--- src/rtl/decode_stage.sv ---
// RV32I decode stage: one instruction per valid/ready handshake, registered ALU control bundle.
// Define DECODE_SKID_EN to add a one-entry skid buffer that registers in_ready.
module decode_stage #(
    parameter logic [31:0] RESET_PC = 32'h0000_0000
) (
    input  logic        clk,
    input  logic        reset_n,
    input  logic        flush,
    input  logic        in_valid,
    output logic        in_ready,
    input  logic [31:0] in_instr,
    input  logic [31:0] in_pc,
    output logic        out_valid,
    input  logic        out_ready,
    output logic [31:0] out_pc,
    output logic [3:0]  alu_op,
    output logic        unsigned_flag,
    output logic [1:0]  a_sel,
    output logic        b_sel,
    output logic [31:0] imm,
    output logic [4:0]  rs1,
    output logic [4:0]  rs2,
    output logic [4:0]  rd,
    output logic        reg_we,
    output logic        mem_re,
    output logic        mem_we,
    output logic        branch,
    output logic        jump,
    output logic        illegal
);

    // ALU opcode encodings shared with execute (core.svh).
    localparam logic [3:0] ALU_ADD = 4'd0;
    localparam logic [3:0] ALU_SUB = 4'd1;
    localparam logic [3:0] ALU_AND = 4'd2;
    localparam logic [3:0] ALU_OR  = 4'd3;
    localparam logic [3:0] ALU_EQ  = 4'd4;
    localparam logic [3:0] ALU_NE  = 4'd5;
    localparam logic [3:0] ALU_LT  = 4'd6;
    localparam logic [3:0] ALU_GE  = 4'd7;

    localparam logic [6:0] OP_LUI    = 7'b0110111;
    localparam logic [6:0] OP_AUIPC  = 7'b0010111;
    localparam logic [6:0] OP_JAL    = 7'b1101111;
    localparam logic [6:0] OP_JALR   = 7'b1100111;
    localparam logic [6:0] OP_BRANCH = 7'b1100011;
    localparam logic [6:0] OP_LOAD   = 7'b0000011;
    localparam logic [6:0] OP_STORE  = 7'b0100011;
    localparam logic [6:0] OP_IMM    = 7'b0010011;
    localparam logic [6:0] OP_REG    = 7'b0110011;

    typedef struct packed {
        logic [31:0] pc;
        logic [3:0]  alu_op;
        logic        uns;
        logic [1:0]  a_sel;
        logic        b_sel;
        logic [31:0] imm;
        logic [4:0]  rs1;
        logic [4:0]  rs2;
        logic [4:0]  rd;
        logic        reg_we;
        logic        mem_re;
        logic        mem_we;
        logic        branch;
        logic        jump;
        logic        illegal;
    } bundle_t;

    logic [6:0]  opcode;
    logic [2:0]  funct3;
    logic [6:0]  funct7;
    logic [31:0] imm_i;
    logic [31:0] imm_s;
    logic [31:0] imm_b;
    logic [31:0] imm_u;
    logic [31:0] imm_j;
    logic        writes_rd;
    logic        bad;
    logic        accept;
    bundle_t     dec;

    assign opcode = in_instr[6:0];
    assign funct3 = in_instr[14:12];
    assign funct7 = in_instr[31:25];

    assign imm_i = {{20{in_instr[31]}}, in_instr[31:20]};
    assign imm_s = {{20{in_instr[31]}}, in_instr[31:25], in_instr[11:7]};
    assign imm_b = {{19{in_instr[31]}}, in_instr[31], in_instr[7], in_instr[30:25],
                    in_instr[11:8], 1'b0};
    assign imm_u = {in_instr[31:12], 12'h000};
    assign imm_j = {{11{in_instr[31]}}, in_instr[31], in_instr[19:12], in_instr[20],
                    in_instr[30:21], 1'b0};

    always_comb begin
        dec        = '0;
        dec.pc     = in_pc;
        dec.alu_op = ALU_ADD;
        dec.rs1    = in_instr[19:15];
        dec.rs2    = in_instr[24:20];
        dec.rd     = in_instr[11:7];
        writes_rd  = 1'b0;
        bad        = 1'b0;

        case (opcode)
            OP_REG: begin
                writes_rd = 1'b1;
                if (funct7 == 7'h00) begin
                    case (funct3)
                        3'b000:  dec.alu_op = ALU_ADD;
                        3'b111:  dec.alu_op = ALU_AND;
                        3'b110:  dec.alu_op = ALU_OR;
                        3'b010:  dec.alu_op = ALU_LT;
                        3'b011: begin
                            dec.alu_op = ALU_LT;
                            dec.uns    = 1'b1;
                        end
                        default: bad = 1'b1;
                    endcase
                end else if (funct7 == 7'h20 && funct3 == 3'b000) begin
                    dec.alu_op = ALU_SUB;
                end else begin
                    bad = 1'b1;
                end
            end
            OP_IMM: begin
                writes_rd = 1'b1;
                dec.b_sel = 1'b1;
                dec.imm   = imm_i;
                case (funct3)
                    3'b000:  dec.alu_op = ALU_ADD;
                    3'b111:  dec.alu_op = ALU_AND;
                    3'b110:  dec.alu_op = ALU_OR;
                    3'b010:  dec.alu_op = ALU_LT;
                    3'b011: begin
                        dec.alu_op = ALU_LT;
                        dec.uns    = 1'b1;
                    end
                    default: bad = 1'b1;
                endcase
            end
            OP_LOAD: begin
                writes_rd  = 1'b1;
                dec.mem_re = 1'b1;
                dec.b_sel  = 1'b1;
                dec.imm    = imm_i;
                bad        = (funct3 != 3'b010);
            end
            OP_STORE: begin
                dec.mem_we = 1'b1;
                dec.b_sel  = 1'b1;
                dec.imm    = imm_s;
                bad        = (funct3 != 3'b010);
            end
            OP_BRANCH: begin
                dec.branch = 1'b1;
                dec.imm    = imm_b;
                dec.uns    = funct3[1];
                case (funct3)
                    3'b000:         dec.alu_op = ALU_EQ;
                    3'b001:         dec.alu_op = ALU_NE;
                    3'b100, 3'b110: dec.alu_op = ALU_LT;
                    3'b101, 3'b111: dec.alu_op = ALU_GE;
                    default:        bad = 1'b1;
                endcase
            end
            OP_JAL: begin
                writes_rd = 1'b1;
                dec.jump  = 1'b1;
                dec.a_sel = 2'd1;
                dec.b_sel = 1'b1;
                dec.imm   = imm_j;
            end
            OP_JALR: begin
                writes_rd = 1'b1;
                dec.jump  = 1'b1;
                dec.b_sel = 1'b1;
                dec.imm   = imm_i;
                bad       = (funct3 != 3'b000);
            end
            OP_LUI: begin
                writes_rd = 1'b1;
                dec.a_sel = 2'd2;
                dec.b_sel = 1'b1;
                dec.imm   = imm_u;
            end
            OP_AUIPC: begin
                writes_rd = 1'b1;
                dec.a_sel = 2'd1;
                dec.b_sel = 1'b1;
                dec.imm   = imm_u;
            end
            default: bad = 1'b1;
        endcase

        // Unsupported encodings collapse to a harmless ADD with every side effect suppressed.
        if (bad) begin
            dec.alu_op = ALU_ADD;
            dec.uns    = 1'b0;
            dec.a_sel  = 2'd0;
            dec.b_sel  = 1'b0;
            dec.imm    = '0;
            dec.mem_re = 1'b0;
            dec.mem_we = 1'b0;
            dec.branch = 1'b0;
            dec.jump   = 1'b0;
            writes_rd  = 1'b0;
        end
        dec.illegal = bad;
        dec.reg_we  = writes_rd && (dec.rd != 5'd0);
    end

    bundle_t out_q, out_d;
    logic    out_valid_q, out_valid_d;

    assign accept = in_valid && in_ready && !flush;

`ifdef DECODE_SKID_EN
    bundle_t skid_q, skid_d;
    logic    skid_valid_q, skid_valid_d;

    assign in_ready = !skid_valid_q;

    always_comb begin
        out_d        = out_q;
        out_valid_d  = out_valid_q;
        skid_d       = skid_q;
        skid_valid_d = skid_valid_q;
        if (flush) begin
            out_valid_d  = 1'b0;
            skid_valid_d = 1'b0;
        end else if (!out_valid_q || out_ready) begin
            // Skid full implies in_ready is low, so no new accept competes with the drain.
            if (skid_valid_q) begin
                out_d        = skid_q;
                out_valid_d  = 1'b1;
                skid_valid_d = 1'b0;
            end else if (accept) begin
                out_d       = dec;
                out_valid_d = 1'b1;
            end else begin
                out_valid_d = 1'b0;
            end
        end else if (accept) begin
            skid_d       = dec;
            skid_valid_d = 1'b1;
        end
    end

    always_ff @(posedge clk) begin
        if (!reset_n) begin
            skid_q       <= '0;
            skid_valid_q <= 1'b0;
        end else begin
            skid_q       <= skid_d;
            skid_valid_q <= skid_valid_d;
        end
    end
`else
    assign in_ready = !out_valid_q || out_ready;

    always_comb begin
        out_d       = out_q;
        out_valid_d = out_valid_q;
        if (flush) begin
            out_valid_d = 1'b0;
        end else if (accept) begin
            out_d       = dec;
            out_valid_d = 1'b1;
        end else if (out_ready) begin
            out_valid_d = 1'b0;
        end
    end
`endif

    always_ff @(posedge clk) begin
        if (!reset_n) begin
            out_q        <= '0;
            out_q.pc     <= RESET_PC;
            out_q.alu_op <= ALU_ADD;
            out_valid_q  <= 1'b0;
        end else begin
            out_q       <= out_d;
            out_valid_q <= out_valid_d;
        end
    end

    assign out_valid     = out_valid_q;
    assign out_pc        = out_q.pc;
    assign alu_op        = out_q.alu_op;
    assign unsigned_flag = out_q.uns;
    assign a_sel         = out_q.a_sel;
    assign b_sel         = out_q.b_sel;
    assign imm           = out_q.imm;
    assign rs1           = out_q.rs1;
    assign rs2           = out_q.rs2;
    assign rd            = out_q.rd;
    assign reg_we        = out_q.reg_we;
    assign mem_re        = out_q.mem_re;
    assign mem_we        = out_q.mem_we;
    assign branch        = out_q.branch;
    assign jump          = out_q.jump;
    assign illegal       = out_q.illegal;

endmodule

--- config.mk ---
export PLATFORM = sky130hd
export DESIGN_NAME = decode_stage
export DESIGN_NICKNAME = d
export VERILOG_FILES = /design/src/rtl/decode_stage.sv
export SDC_FILE = /design/constraint.sdc
export NUM_CORES = 1
export LEC_CHECK = 0
export CORE_UTILIZATION = 39
export DETAILED_ROUTE_END_ITERATION = 8
export HOLD_SLACK_MARGIN = 0.03
export PLACE_DENSITY = 0.76
export SLEW_MARGIN = 0
export SYNTH_ARGS = -nofsm -noshare
export SYNTH_HDL_FRONTEND = slang
export SYNTH_SLANG_ARGS = --single-unit
export TNS_END_PERCENT = 30
--- constraint.sdc ---
create_clock -name clk -period 1.8 [get_ports clk]
set_input_delay 0.36 -clock clk [delete_from_list [all_inputs] [get_ports clk]]
set_output_delay 0.36 -clock clk [all_outputs]
set_load 0.02 [all_outputs]
==> flow_summary.ini, run 1 <==
[worst_setup_path]
crit_required_ps = 2070
crit_family = simple AND/OR/NAND/NOR gates
reg2reg_setup_slack_ps = -10
startpoint = in_valid
worstReg2RegEnd = mem_re
endpoint_kind = flip-flop
cp_slowest_cell = clkdlybuf4s50_1
crit_buf_inv = 1
cp-endpoint = mem_re
slowest_delay_ps = 480
ff2ff_path_depth = 5
crit_fanout = 5
r2r_start = out_valid
path_depth = 5
critPathArrivalTime_ps = 2100
path_cells = clkdlybuf4s50_1 -> nor4b_4 -> nand4bb_4 -> or4_4 -> o41ai_2
critical_path_class = input pin to flip-flop
worstSetupStartpointType = input pin

[synth]
yosys_warnings = 0
syn_area_um2 = 3940
syn-num-nets = 521
yosysSeqAreaShare_pct = 47.2
async_flop_share_pct = 0
ys_ff_latch = 93
syn-instance-count = 452
avgSynthCellArea_um2 = 8.72
synth_cell_type_count = 57
synth_edf_count = 0
synthFlopType = dfxtp_1

[floorplanning]
die_w_um = 103
pin_count = 164
die_area_um2 = 10500
row_count = 36
coreArea_um2 = 9770
die_y_um = 103
start_util_pct = 40.3

[outcome]
status = finished, violations left
violations = negative setup slack

[layout]
area_delta_synth_final_pct = 69.6
final_cell_mix = 143 x clkdlybuf4s50_1, 117 x nand2_1, 92 x dfxtp_1, 79 x buf_4, 62 x a21oi_1
final_area_um2 = 6690
final_cells = 823
drive_gt1_share_pct = 23.9
n_antenna_cell = 0
nets = 754
post-route-util_pct = 68.4
final_common_cell = clkdlybuf4s50_1

[detailed_routing]
wl_per_cell_um = 15.9
drt-vias-per-instance = 5.14
ant_nets = 0
vias = 4229
drt_iter0_markers = 167
routed_wl_um = 13100
dr.pass1.iters = 4
drc = 0

[clock_network]
cts.htree.levels = 3
cts_tree = yes
clock_path_buffers = 2
clk_latency_ps = 370
cts-root-buf = clkbuf_8
clock_sinks = 93
numCtsBuffers = 9
cts.clk_slew.worst_paths_ps = 90
hold_buffers = 0

[grt]
grt_max_degree = 52
grt_pass1_wl_um = 19700
antenna_found_initial = 0
track_usage_pct = 24.3
grt_pass1_vias = 4147
grt_overflow = 0

[sta]
setup_ws_ps = -25.5
fmax_mhz = 548
hold_viol_final = 0
maxSlewHeadroom_pct = 64.8
rsz0062_at_grt = true
worst_slew_pin_slew_ps = 528
setup_violations = 5
fin_crit_ps = 1830
finalCritPeriodShare_pct = 101
finalMaxSlewViolations = 0
fin_worst_skew_ps = 6.94

[pwr]
internal_power_w = 0.00331
power_frac_comb_pct = 17.6
switchingPower_w = 0.00116
power.total_w = 0.00448
power_frac_seq_pct = 47.7
vdd_ir_drop_max_mv = 0.343
swShare_pct = 26.0
p_per_area_nw_per_um2 = 669
p_leak_nw = 2.61
power.share.clock_pct = 34.7

[place]
io_buffers = 162
placed_area_um2 = 6200
hpwl_um = 9400
place_congestion = 0.844
place_inst = 785

[job]
cap_violations = 0

[min_path]
hp-class = input pin to flip-flop
-- area by class of cell --
class / count / area [um2]
tap: 133 / 166
sequential: 93 / 1860
clock inverter: 6 / 93.8
timing repair buffer: 253 / 2380
multi-input combinational: 323 / 2040
inverter: 5 / 18.8
clock buffer: 10 / 128
fill: 770 / 3090
-- Yosys cell counts (all sizes together), types with 2 or more instances --
| cell | instances | area [um2] |
|---|---|---|
| nor2b | 4 | 25.0 |
| or2 | 3 | 18.8 |
| nand3b | 3 | 22.5 |
| o41a | 2 | 23.8 |
| a22oi | 6 | 45.0 |
| buf | 12 | 76.3 |
| nor2 | 14 | 52.6 |
| nand3 | 3 | 15.0 |
| nand2b | 4 | 25.0 |
| nor4b | 3 | 41.3 |
| clkbuf | 20 | 109 |
| nor3 | 6 | 41.3 |
| nor4 | 3 | 40.0 |
| a21o | 11 | 83.8 |
| inv | 5 | 18.8 |
| a22o | 20 | 175 |
| or3 | 4 | 26.3 |
| nand4b | 2 | 17.5 |
| a32o | 6 | 60.1 |
| a21oi | 65 | 329 |
| nor3b | 2 | 15.0 |
| dfxtp | 93 | 1860 |
| nand2 | 118 | 443 |
| or4 | 5 | 48.8 |
| o21ai | 23 | 153 |
-- worst min path at each step --
stage,start,to,slack [ps],depth (start not counted)
6_report,in_instr[26],imm[6],330,3
5_1_grt,in_instr[26],imm[6],320,3
4_1_cts,in_instr[26],imm[6],340,3
3_5_place_dp,alu_op[1],alu_op[1],440,2
3_3_place_gp,imm[1],imm[1],440,2
2_1_floorplan,flush,out_valid,440,1
-- worst reg2reg max path, stage by stage, from the launching register on --
cell and delay [ps]:
dfxtp_2 330, nor2b_4 130, nor4b_4 310, nand4bb_4 190
or4_4 460, o41ai_2 300
-- stage by stage --
step	setup WS (ps)	setup TNS, ps	hold slack (ps)
after floorplan	-97.5	-1770	439
after global placement	-648	-36770	436
after detailed placement	-694	-40750	444
after CTS	-86.0	-86.0	341
after global routing	-56.9	-1180	319
final	-25.5	-41.2	327
-- layer usage --
layer	track usage, %	part of all wire [%]	vias up
li1	-	-	2057
met1	28.5	41	1974
met2	42.7	49	176
met3	5.08	7.9	22
met4	10.9	1.7	0
met5	0.481	0	-
-- cell families (layout without fill, tap and decap cells) --
logic type             count (synthesis)  in the layout  share of synthesized area [%]
muxes                                  1              1                          0.286
other                                  1              1                         0.0951
DFF                                   93             93                           47.2
buffers and inverters                 37            274                           5.17
AOI/OAI and AO/OA                    141            141                           24.6
and+or+nand+nor                      179            180                           22.6
-- state kept, by name (all words and copies together) (netlist names), 2 cells and up --
| register | count |
|---|---|
| imm | 32 |
| alu_op | 3 |
| rd | 5 |
| rs2 | 5 |
| out_pc | 32 |
| a_sel | 2 |
| rs1 | 5 |
-- what timing repair did --
action	CTS	global route
pin swaps	18	14
endpoints found under the setup margin	46	41
setup buffers	14	6
resized for setup	58	17
gates cloned	1	1
-- power groups by stage --
stage / Combinational [W] / Clock [W] / Sequential [W]
6_report: 0.000790 / 0.00155 / 0.00214
5_1_grt: 0.000843 / 0.00167 / 0.00214
4_1_cts: 0.000772 / 0.00159 / 0.00214
3_5_place_dp: 0.000748 / 0 / 0.00218
3_3_place_gp: 0.000737 / 0 / 0.00218
2_1_floorplan: 0.000243 / 0 / 0.00225
(Power assumes the default switching activity.)
==> inputs of run 2 (changes only) <==
--- a/config.mk
+++ b/config.mk
@@ -7,6 +7,7 @@
 export LEC_CHECK = 0
 export CORE_UTILIZATION = 39
 export DETAILED_ROUTE_END_ITERATION = 8
+export GPL_TIMING_DRIVEN = 0
 export HOLD_SLACK_MARGIN = 0.03
 export PLACE_DENSITY = 0.76
 export SLEW_MARGIN = 0
==> constraint.sdc (replaced) <==
create_clock -name clk -period 1.8 [get_ports clk]
set_input_delay 0.45 -clock clk [delete_from_list [all_inputs] [get_ports clk]]
set_output_delay 0.45 -clock clk [all_outputs]
set_load 0.02 [all_outputs]
==> run 2 against run 1 <==
The run still ends with negative setup slack left. First-iteration DRC count fell by 19%. Global-route usage fell by 0.87 points. Routed wire length fell by 1.2%. Maximum frequency fell by 6.9%. Via count fell by 3.9%. Critical path depth rose by 3. Non-clock buffer count fell by 39. Power rose by 0.55%. Utilization fell by 2.2 points. Design area fell by 3.2%. Clock skew fell by 0.60 ps. Critical endpoint is now imm[16]. Largest cell class unchanged.
==> flow_summary.ini, run 2 (synthesis gave the netlist of run 1 again) <==
[job]
cap_violations = 0

[layout]
drive_gt1_share_pct = 19.0
nets = 714
final_common_cell = nand2_1
area_delta_synth_final_pct = 64.2
final_cells = 782
n_antenna_cell = 0
final_cell_mix = 116 x nand2_1, 95 x clkdlybuf4s50_1, 92 x dfxtp_1, 62 x a21oi_1, 41 x dlymetal6s2s_1

[sta]
maxSlewHeadroom_pct = 63.0
worst_slew_pin_slew_ps = 552
rsz0062_at_grt = true
finalMaxSlewViolations = 0
fmax_mhz = 510
hold_viol_final = 0
setup_violations = 32
fin_crit_ps = 1960
setup_ws_ps = -162
fin_worst_skew_ps = 6.35
finalCritPeriodShare_pct = 109

[place]
io_buffers = 158
place_ws_ps = -1190
place_inst = 743
place_congestion = 0.849
hpwl_um = 9290

[worst_setup_path]
endpoint_kind = flip-flop
ff2ff_path_depth = 7
critPathArrivalTime_ps = 2260
crit_fanout = 6
worstSetupStartpointType = input pin
crit_required_ps = 2100
worstReg2RegEnd = imm[16]
critical_path_class = input pin to flip-flop
r2r_start = out_valid
reg2reg_setup_slack_ps = -130

[grt]
track_usage_pct = 23.5
grt_pass1_vias = 3816
grt_max_degree = 16
grt_overflow = 0
grt_pass1_wl_um = 18900
antenna_found_initial = 0

[detailed_routing]
vias = 4065
drt_iter0_markers = 135
drc = 0
ant_nets = 0
drt-vias-per-instance = 5.20
routed_wl_um = 13000
wl_per_cell_um = 16.6
dr.pass1.iters = 4

[floorplanning]
die_area_um2 = 10500
coreArea_um2 = 9770
die_y_um = 103
pin_count = 164
start_util_pct = 40.3
row_count = 36
die_w_um = 103

[clock_network]
cts.htree.levels = 3
cts-root-buf = clkbuf_8
clk_latency_ps = 350
clock_path_buffers = 2
hold_buffers = 0
numCtsBuffers = 9
cts.clk_slew.worst_paths_ps = 90
clock_sinks = 93
cts_tree = yes

[pwr]
power_frac_seq_pct = 47.4
p_leak_nw = 3.16
vdd_ir_drop_max_mv = 0.335
power.share.clock_pct = 37.1
switchingPower_w = 0.00114
power_frac_comb_pct = 15.5
p_per_area_nw_per_um2 = 696
swShare_pct = 25.2
power.total_w = 0.00450
internal_power_w = 0.00337

[outcome]
violations = negative setup slack
status = finished, violations left

[min_path]
hold_depth = 2
min_from = in_instr[28]
hp-class = input pin to flip-flop
holdPathEnd = imm[8]
run 2: changes by cell type in the layout (fill, tap and decap cells not counted), sizes merged:
cell,change
clkdlybuf4s15,+3
clkdlybuf4s50,-48
bufinv,+1
or4,-1
dlymetal6s2s,+40
buf,-56
dlygate4sd2,+2
clkbuf,+20
clkinv,-1
inv,-1
run 2: area by class of cell:
class / instances / area, um2
inverter: 5 / 18.8
buffer: 32 / 245
clock buffer: 10 / 128
tap: 133 / 166
timing repair buffer: 182 / 1890
clock inverter: 5 / 109
multi-input combinational: 322 / 2050
fill: 812 / 3300
sequential: 93 / 1860
run 2: worst max path at each step:
| stage | startpoint | to | slack (ps) | cells after the start |
|---|---|---|---|---|
| after floorplan | in_instr[25] | mem_re | -190 | 5 |
| after global placement | in_instr[3] | b_sel | -1140 | 7 |
| after detailed placement | in_instr[3] | imm[14] | -1190 | 7 |
| after CTS | out_valid | mem_re | -170 | 6 |
| after global routing | in_instr[5] | imm[18] | -190 | 8 |
| final | in_instr[5] | imm[16] | -160 | 8 |
run 2: power by group through the flow:
stage | combinational [W] | clock [W] | sequential [W]
floorplan | 0.000255 | 0 | 0.00225
global placement | 0.000658 | 0 | 0.00218
detailed placement | 0.000668 | 0 | 0.00218
CTS | 0.000687 | 0.00168 | 0.00214
global route | 0.000748 | 0.00177 | 0.00214
finish | 0.000700 | 0.00167 | 0.00213
run 2: what timing repair did:
item                       4_1_cts  5_1_grt
setup endpoints to repair       99      112
resized for setup               71       77
setup buffers                   15        6
pin swaps                       26       16
gates cloned                     2        1
run 2: metal layers:
| layer | GRT usage, % | wire length, um | vias up | part of all wire, % |
|---|---|---|---|---|
| met2 | 41.2 | 6190 | 167 | 48 |
| met3 | 6.03 | 1190 | 21 | 9.2 |
| met1 | 27.5 | 5310 | 1901 | 41 |
| met5 | 0 | 0 | - | 0 |
| met4 | 8.46 | 259 | 0 | 2.0 |
| li1 | - | - | 1976 | - |
run 2: metrics by stage:
stage	instance area [um2]	TNS, ps	utilization, %	hold WS (ps)
after global routing	6470	-3630	66.2	347
after floorplan	4050	-3290	-	529
after CTS	6280	-1870	64.3	368
final	6470	-1540	66.2	340
after global placement	5790	-77560	59.3	441
after detailed placement	5790	-81700	59.3	442
run 2: worst max-delay path, cell delays in order:
cell             delay [ps]
clkdlybuf4s15_2         270
mux2_2                  420
nor2_2                  150
a21oi_2                  80
or4_4                   500
buf_12                  160
buf_12                  120
o21ai_2                 100
